File: config.mk
export PLATFORM = sky130hd
export DESIGN_NAME = xf100_ifetch_resp
export DESIGN_NICKNAME = d
export VERILOG_FILES = /design/src/rtl/xf100_ifetch_resp.sv
export SDC_FILE = /design/constraint.sdc
export NUM_CORES = 1
export LEC_CHECK = 0
export BUFFER_PORTS_ARGS = -buffer_cell sky130_fd_sc_hd__buf_2
export CAP_MARGIN = 10
export CORE_ASPECT_RATIO = 0.9
export CORE_MARGIN = 1.5
export CORE_UTILIZATION = 49
export CTS_CLUSTER_DIAMETER = 30
export DETAILED_ROUTE_END_ITERATION = 6
export GPL_ROUTABILITY_DRIVEN = 0
export PLACE_DENSITY = 0.8
export SLEW_MARGIN = 15
export SYNTH_ARGS = -nofsm -noshare
export SYNTH_HDL_FRONTEND = slang
export SYNTH_SLANG_ARGS = --single-unit
File: constraint.sdc
create_clock -name clk -period 4.5 [get_ports clk]
set_clock_uncertainty 0.15 [all_clocks]
set_input_delay 0.45 -clock clk [delete_from_list [all_inputs] [get_ports clk]]
set_output_delay 0.45 -clock clk [all_outputs]
set_load 0.1 [all_outputs]
File: src/rtl/xf100_ifetch_resp.sv
// xf100_ifetch_resp: instruction fetch responder over a 1-cycle SRAM.
// One in-flight slot feeds a 2-entry in-order response FIFO under a 2-credit limit.
module xf100_ifetch_resp #(
    parameter int XF100_PC_SIZE = 32,
    parameter int XF100_INSTR_SIZE = 32,
    parameter int MEM_AW = 12,
    parameter logic [XF100_PC_SIZE-1:0] BASE_ADDR = 32'h8000_0000
) (
    input  logic                        clk,
    input  logic                        rst,
    input  logic                        ifu_req_valid,
    input  logic [XF100_PC_SIZE-1:0]    ifu_req_pc,
    output logic                        ifu_req_ready,
    output logic                        ifu_rsp_valid,
    output logic [XF100_INSTR_SIZE-1:0] ifu_rsp_instr,
    output logic                        ifu_rsp_err,
    input  logic                        ifu_rsp_ready,
    input  logic                        ifu_flush,
    output logic                        mem_cs,
    output logic [MEM_AW-1:0]           mem_addr,
    input  logic [XF100_INSTR_SIZE-1:0] mem_rdata
);
    logic                        r_slot_v;
    logic                        r_slot_err;
    logic [1:0]                  r_cnt;
    logic                        r_wp;
    logic                        r_rp;
    logic [XF100_INSTR_SIZE-1:0] r_data [2];
    logic [1:0]                  r_err;
    logic                        w_err;
    logic                        w_accept;
    logic                        w_push;
    logic                        w_pop;
    logic [1:0]                  w_committed;

    assign w_err = (ifu_req_pc[1:0] != 2'b00) ||
                   (ifu_req_pc[XF100_PC_SIZE-1:MEM_AW+2] != BASE_ADDR[XF100_PC_SIZE-1:MEM_AW+2]);
    assign ifu_rsp_valid = !rst && (r_cnt != 2'd0);
    assign w_pop = ifu_rsp_valid && ifu_rsp_ready;
    assign w_committed = r_cnt + {1'b0, r_slot_v};
    // a pop frees a credit in the same cycle, so a full pipe still streams
    assign ifu_req_ready = !rst && !ifu_flush && ((w_committed < 2'd2) || w_pop);
    assign w_accept = ifu_req_valid && ifu_req_ready;
    assign mem_cs = w_accept && !w_err;
    assign mem_addr = ifu_req_pc[MEM_AW+1:2];
    assign w_push = r_slot_v && !ifu_flush;
    assign ifu_rsp_instr = ifu_rsp_valid ? r_data[r_rp] : '0;
    assign ifu_rsp_err = ifu_rsp_valid && r_err[r_rp];

    always_ff @(posedge clk) begin
        if (rst || ifu_flush) begin
            r_slot_v   <= 1'b0;
            r_slot_err <= 1'b0;
            r_cnt      <= 2'd0;
            r_wp       <= 1'b0;
            r_rp       <= 1'b0;
        end else begin
            r_slot_v   <= w_accept;
            r_slot_err <= w_err;
            r_cnt      <= r_cnt + {1'b0, w_push} - {1'b0, w_pop};
            if (w_push) r_wp <= ~r_wp;
            if (w_pop) r_rp <= ~r_rp;
        end
    end

    always_ff @(posedge clk) begin
        if (w_push && !rst) begin
            r_data[r_wp] <= r_slot_err ? '0 : mem_rdata;
            r_err[r_wp]  <= r_slot_err;
        end
    end

    assert property (@(posedge clk) disable iff (rst) !(w_push && !w_pop && r_cnt == 2'd2));
endmodule

Word level (Yosys, flattened, before mapping)

Memory sizes are Yosys's and may differ from the RTL's. A register that Yosys moved wholly into a read port is not among the register bits.
Cells that the tools add are included.
W data, S select, Z words.

Bits in registers: 8
Bits in latches: 0
RAM bits: 64
ROM bits: 0
Bits of input ports: 69
Output and inout bits: 48
Logic and storage cells: 46
Memories: 1

Memory list:

| memory | depth | bits a word | rd ports | clocked after memory_dff | write ports | RTL line | source |
|---|---|---|---|---|---|---|---|
| r_data | 2     | 32          | 1        | 1                        | 1           | 28       | `logic [XF100_INSTR_SIZE-1:0] r_data [2];` |

Add/sub/neg operators: 3
$mul: 0
Div/mod/pow operators: 0
$lt $le $gt $ge: 4
Eq/ne operators: 1
Shifts and indexed selects: 0
Multiplexer cells: 11
Bitwise gates (word level): 2
Reductions and logical operators: 18

Operators with widths:

| kind                   | count |
|---|---|
| $mux W32               | 2 |
| $ne A18 B18 Y1 const B | 1 |
| $logic_and A1 B1 Y1    | 10 |
| $mux W1                | 7 |
| $add A2 B1 Y2          | 2 |
| $lt A1 B2 Y1 const B   | 2 |
| $reduce_bool A2 Y1     | 2 |
| $logic_not A1 Y1       | 3 |
| $logic_or A1 B1 Y1     | 3 |
| $bwmux W2              | 1 |
| $lt A2 B2 Y1 const B   | 1 |
| $not A1 Y1             | 2 |
| $sub A2 B1 Y2          | 1 |
| $demux W1 S1           | 1 |
| $ge A1 B1 Y1 const B   | 1 |

Logic depth before layout (Yosys ltp)

Depth after elaboration: 7
Gate-level depth with buffers: 9
Mapped depth without buffers: 8

Least setup slack after synthesis

Ideal clock, no wire load.

Path kind: input to output
Start: in ifu_req_pc[18]
End: out mem_cs
Data arrival time: 3.765 ns
Data required time: 3.900 ns
Slack: 0.135 ns
Stages on the path: 3
Buffers on the path: 0
Cells stage by stage: nor4b_1 -> nand3_1 -> nor4_1

Word-level cells in the longest chain between the ends: 4

Ends and longest elaborated chain:

| item                | RTL line | source |
|---|---|---|
| start, declared     | 12       | `input logic [XF100_PC_SIZE-1:0] ifu_req_pc,` |
| $ne A18 B18 Y1      | 37       | `(ifu_req_pc[XF100_PC_SIZE-1:MEM_AW+2] != BASE_ADDR[XF100_PC_SIZE-1:MEM_AW+2]);` |
| $logic_or A1 B1 Y1  | 36       | `assign w_err = (ifu_req_pc[1:0] != 2'b00) \|\|` |
| $logic_not A1 Y1    | 44       | `assign mem_cs = w_accept && !w_err;` |
| $logic_and A1 B1 Y1 | 44       |  |
| end, declared       | 19       | `output logic mem_cs,` |

Every way passes these cells.

==> Flow_metrics.wiki <==
{| class="wikitable"
! Metric !! Value
|-
| Highest achievable clock rate || ~360 MHz
|-
| Class of the tightest hold or removal check || primary input to flip-flop
|-
| Clock network latency to the later pin of the worst-skew pair || ~340 ps
|-
| Number of DRC violations after detailed-routing iteration 0 || between 100 and 150
|-
| Sequential fraction of the synthesis area || 0.674
|-
| Largest net degree at the start of global routing || 39
|-
| Area overhead of the layout relative to synthesis || 23.1%
|-
| Hold path startpoint || ifu_req_valid
|-
| Starting Density || 0.512
|-
| Power density relative to cell area || approximately 380 mW/mm2
|-
| Layout cell share with drive strength beyond 1 || 0.363
|-
| Reg power frac || 0.507
|-
| Sum of internal, switching and leakage power || approximately 0.0015 W
|-
| FILL cells || 527
|-
| Gate count after technology mapping || 231
|-
| Number of buffers added for setup after CTS || 0
|-
| Clock buffer count from CTS || 9
|-
| Residual overflow from global routing || 0
|-
| Maximum vdd drop || roughly 0.00024 V
|-
| Crit path required time || between 3000 and 4000 ps
|-
| Sink Count || 73
|-
| DRC viols || 0
|-
| Number of nets in the finished design || 385
|-
| Critical path type || flip-flop to output port
|-
| Routed wire length || about 5800 um
|-
| Setup repair after global routing missed its margin || no
|-
| Register-to-Register Setup Slack || 2260 ps
|-
| Chip Width || a little under 90 um
|-
| Routed length per instance || around 14 um
|-
| Number of rows created at floorplan || 27
|-
| Outcome || completed
|-
| Rel. slew slack || 0.335
|-
| Antenna Nets Post-Route || 0
|-
| Slew Limit Fails || 0
|-
| Switching share of power || 0.187
|-
| Crit path cell chain || mux2i_1, nor2_1, buf_2
|-
| First-pass GRT wire length || ~9000 um
|-
| Syn. warnings || 0
|-
| Worst hold slack || roughly 190 ps
|-
| Number of antenna violations at the first check in global routing || 1
|-
| Critical register-to-register path endpoint || r_cnt[1]$_SDFF_PP0_
|-
| Pre-CTS setup slack || ~2000 ps
|-
| Final setup vio count || 0
|-
| Worst setup EP type || output port
|-
| Count of buffers from port buffering || 92
|-
| Standard cell with the maximum stage delay on the critical path || sky130_fd_sc_hd__dfxtp_2
|-
| Height of the chip || around 80 um
|-
| Final worst-path cycle share || 0.609
|-
| Die area || between 0.006 and 0.007 mm2
|-
| Mean number of vias per cell || approximately 4.9
|-
| Mean area per synthesized cell || between 10 and 15 um2
|-
| Detailed-route via count || roughly 2,000
|-
| Combinational cell fraction of total power || 0.053
|-
| Post-layout worst setup margin || around 1800 ps
|-
| Final total negative setup slack || 0 ps
|-
| End point of the worst hold path || r_slot_v$_SDFF_PP0_
|-
| N_diodes || 0
|-
| Combined area of all synthesized cells || 0.00315 mm2
|-
| Critical path launch point type || flip-flop
|-
| Number of distinct library cells after synthesis || 29
|-
| Power spent charging and discharging nets || about 0.00028 W
|-
| Signal arrival time at the worst endpoint || between 2000 and 2500 ps
|-
| Standby leakage power || approximately 1.5 nW
|-
| Internal power || roughly 0.0012 W
|-
| TritonCTS clock tree || yes
|-
| Post-route minimum period || about 2700 ps
|-
| Core region area || slightly above 0.006 mm2
|-
| Final cell utilization of the core || 0.630
|-
| Cts-stage hold buffer count || 0
|-
| Slew of the pin with the lowest slew margin || about 1000 ps
|-
| Post-Syn Nets || between 300 and 400
|-
| Clk buf depth || 2
|-
| Clock network fraction of design power || 0.440
|-
| Clock-pin transition on the worst setup and hold timing paths || approximately 70 ps
|-
| Crit-path max cell delay || approximately 1000 ps
|-
| Clock tree root driver cell || sky130_fd_sc_hd__clkbuf_8
|-
| Pre-antenna DRT Iters || 4
|-
| Synthesized flop and latch total || 73
|-
| Startpoint of the worst register-to-register path || r_cnt[0]$_SDFF_PP0_
|-
| Number of cells on the worst reg-to-reg path || 9
|-
| Number of max-capacitance violations reported || 0
|-
| Maximum level of the CTS H-tree || 3
|-
| Count of endpoints failing hold in the final timing report || 0
|-
| Worst hold stages || 3
|-
| DP Wirelength || a little under 4000 um
|-
| Global Route Usage Sum || 0.177
|-
| Number of global-route vias before repair || between 1,500 and 2,000
|-
| Count of boundary I/O pins || between 100 and 150
|-
| Highest fanout seen on the critical path || 32
|-
| Number of cells upsized or downsized after cts || 0
|}
## flip-flops by register name, indices dropped and copies added (netlist names), named ones only
register and flops:
r_wp 1, r_err 2, r_slot_v 1, r_slot_err 1
r_cnt 2, r_rp 1, r_data 64
## through the flow
stage / cells / cell area (um2)
floorplan: 231 / 3150
global route: 407 / 3870
global placement: 391 / 3620
CTS: 407 / 3870
finish: 407 / 3870
detailed placement: 391 / 3620
## worst max-delay path by stage
stage	to	cells past startpoint	slack, ps	start
after floorplan	mem_cs	3	140	ifu_req_pc[18]
after global placement	r_cnt[1]$_SDFF_PP0_	10	2130	rst
after detailed placement	r_cnt[1]$_SDFF_PP0_	10	2040	rst
after CTS	ifu_rsp_instr[16]	3	1720	flip-flop
after global routing	ifu_rsp_instr[1]	3	1610	flip-flop
final	ifu_rsp_instr[6]	3	1760	flip-flop
## synth_stat cells
cell                       count  area (um2)
sky130_fd_sc_hd__or3_1         1        6.26
sky130_fd_sc_hd__and2_1        1        6.26
sky130_fd_sc_hd__edfxtp_1     66        1980
sky130_fd_sc_hd__a21bo_2       1        10.0
sky130_fd_sc_hd__nor2b_1      33         206
sky130_fd_sc_hd__nor2_1       37         139
sky130_fd_sc_hd__dfxtp_1       7         140
sky130_fd_sc_hd__inv_1         2        7.51
sky130_fd_sc_hd__ha_1          1        12.5
sky130_fd_sc_hd__nand3b_1      1        7.51
sky130_fd_sc_hd__o21bai_1      1        7.51
sky130_fd_sc_hd__o31ai_1       1        7.51
sky130_fd_sc_hd__o21a_1        1        7.51
sky130_fd_sc_hd__nand2_1       3        11.3
sky130_fd_sc_hd__or2_2         1        6.26
sky130_fd_sc_hd__buf_4        12        90.1
sky130_fd_sc_hd__a21oi_1       4        20.0
sky130_fd_sc_hd__xor2_1        1        8.76
sky130_fd_sc_hd__mux2i_1      33         330
sky130_fd_sc_hd__buf_2         7        35.0
sky130_fd_sc_hd__or4_1         1        7.51
sky130_fd_sc_hd__nor4_1        5        31.3
sky130_fd_sc_hd__clkbuf_1      4        15.0
sky130_fd_sc_hd__xnor2_1       2        17.5
sky130_fd_sc_hd__and3b_1       1        8.76
sky130_fd_sc_hd__nor4b_1       1        8.76
sky130_fd_sc_hd__o21ai_0       1        5.00
sky130_fd_sc_hd__nand3_1       1        5.00
sky130_fd_sc_hd__nor3b_1       1        7.51
## metal layers
| metal | up-vias | track usage | wire [um] |
|---|---|---|---|
| met5 | - | 0 | 13 |
| met4 | 2 | 0.0603 | 63 |
| met3 | 17 | 0.0873 | 480 |
| met2 | 89 | 0.287 | 2810 |
| met1 | 904 | 0.204 | 2410 |
| li1 | 976 | - | - |
## power groups by stage
stage | Sequential (W) | Combinational [W] | Clock (W)
detailed placement | 0.000763 | 0.0000790 | 0
floorplan | 0.000763 | 0.0000944 | 0
finish | 0.000748 | 0.0000782 | 0.000648
global placement | 0.000763 | 0.0000756 | 0
CTS | 0.000748 | 0.0000794 | 0.000663
global route | 0.000748 | 0.0000851 | 0.000685
## layout by cell type (no fill, tap or decap), types with 2 or more instances in the layout
| cell type | synthesis | final |
|---|---|---|
| sky130_fd_sc_hd__bufinv_16 | 0 | 4 |
| sky130_fd_sc_hd__mux2i_1 | 33 | 33 |
| sky130_fd_sc_hd__clkbuf_8 | 0 | 9 |
| sky130_fd_sc_hd__edfxtp_1 | 66 | 66 |
| sky130_fd_sc_hd__xnor2_1 | 2 | 2 |
| sky130_fd_sc_hd__nor4_1 | 5 | 5 |
| sky130_fd_sc_hd__a21oi_1 | 4 | 4 |
| sky130_fd_sc_hd__buf_4 | 12 | 4 |
| sky130_fd_sc_hd__clkinv_1 | 0 | 2 |
| sky130_fd_sc_hd__nor2b_1 | 33 | 33 |
| sky130_fd_sc_hd__dfxtp_1 | 7 | 6 |
| sky130_fd_sc_hd__nand2_1 | 3 | 3 |
| sky130_fd_sc_hd__buf_2 | 7 | 92 |
| sky130_fd_sc_hd__nor2_1 | 37 | 37 |
| sky130_fd_sc_hd__inv_1 | 2 | 2 |
## layout make-up
| type | instances | area [um2] | area share |
|---|---|---|---|
| clock buffer | 9 | 124 | 0.0320 |
| clock inverter | 7 | 133 | 0.0342 |
| inverter | 2 | 7.51 | 0.00194 |
| multi-input combinational | 133 | 888 | 0.229 |
| sequential | 73 | 2120 | 0.548 |
| tap | 87 | 109 | 0.0281 |
| timing repair buffer | 96 | 490 | 0.127 |
## critical path, delay by kind of cell, from the launching register on
family	cells	cell delay, ps
muxes	1	180
and+or+nand+nor	1	160
buffers and inverters	1	450
DFF	1	990
## cells by family after synthesis
group / after synthesis / share of synthesized area
AO/OA/AOI/OAI: 9 / 0.0183
XOR/XNOR: 3 / 0.00835
adder cells (fa/ha/maj): 1 / 0.00397
buffers and inverters: 25 / 0.0469
flip-flops: 73 / 0.674
multiplexers: 33 / 0.105
AND/OR/NAND/NOR: 87 / 0.143
Note: power is estimated with default switching activity, not from simulation.
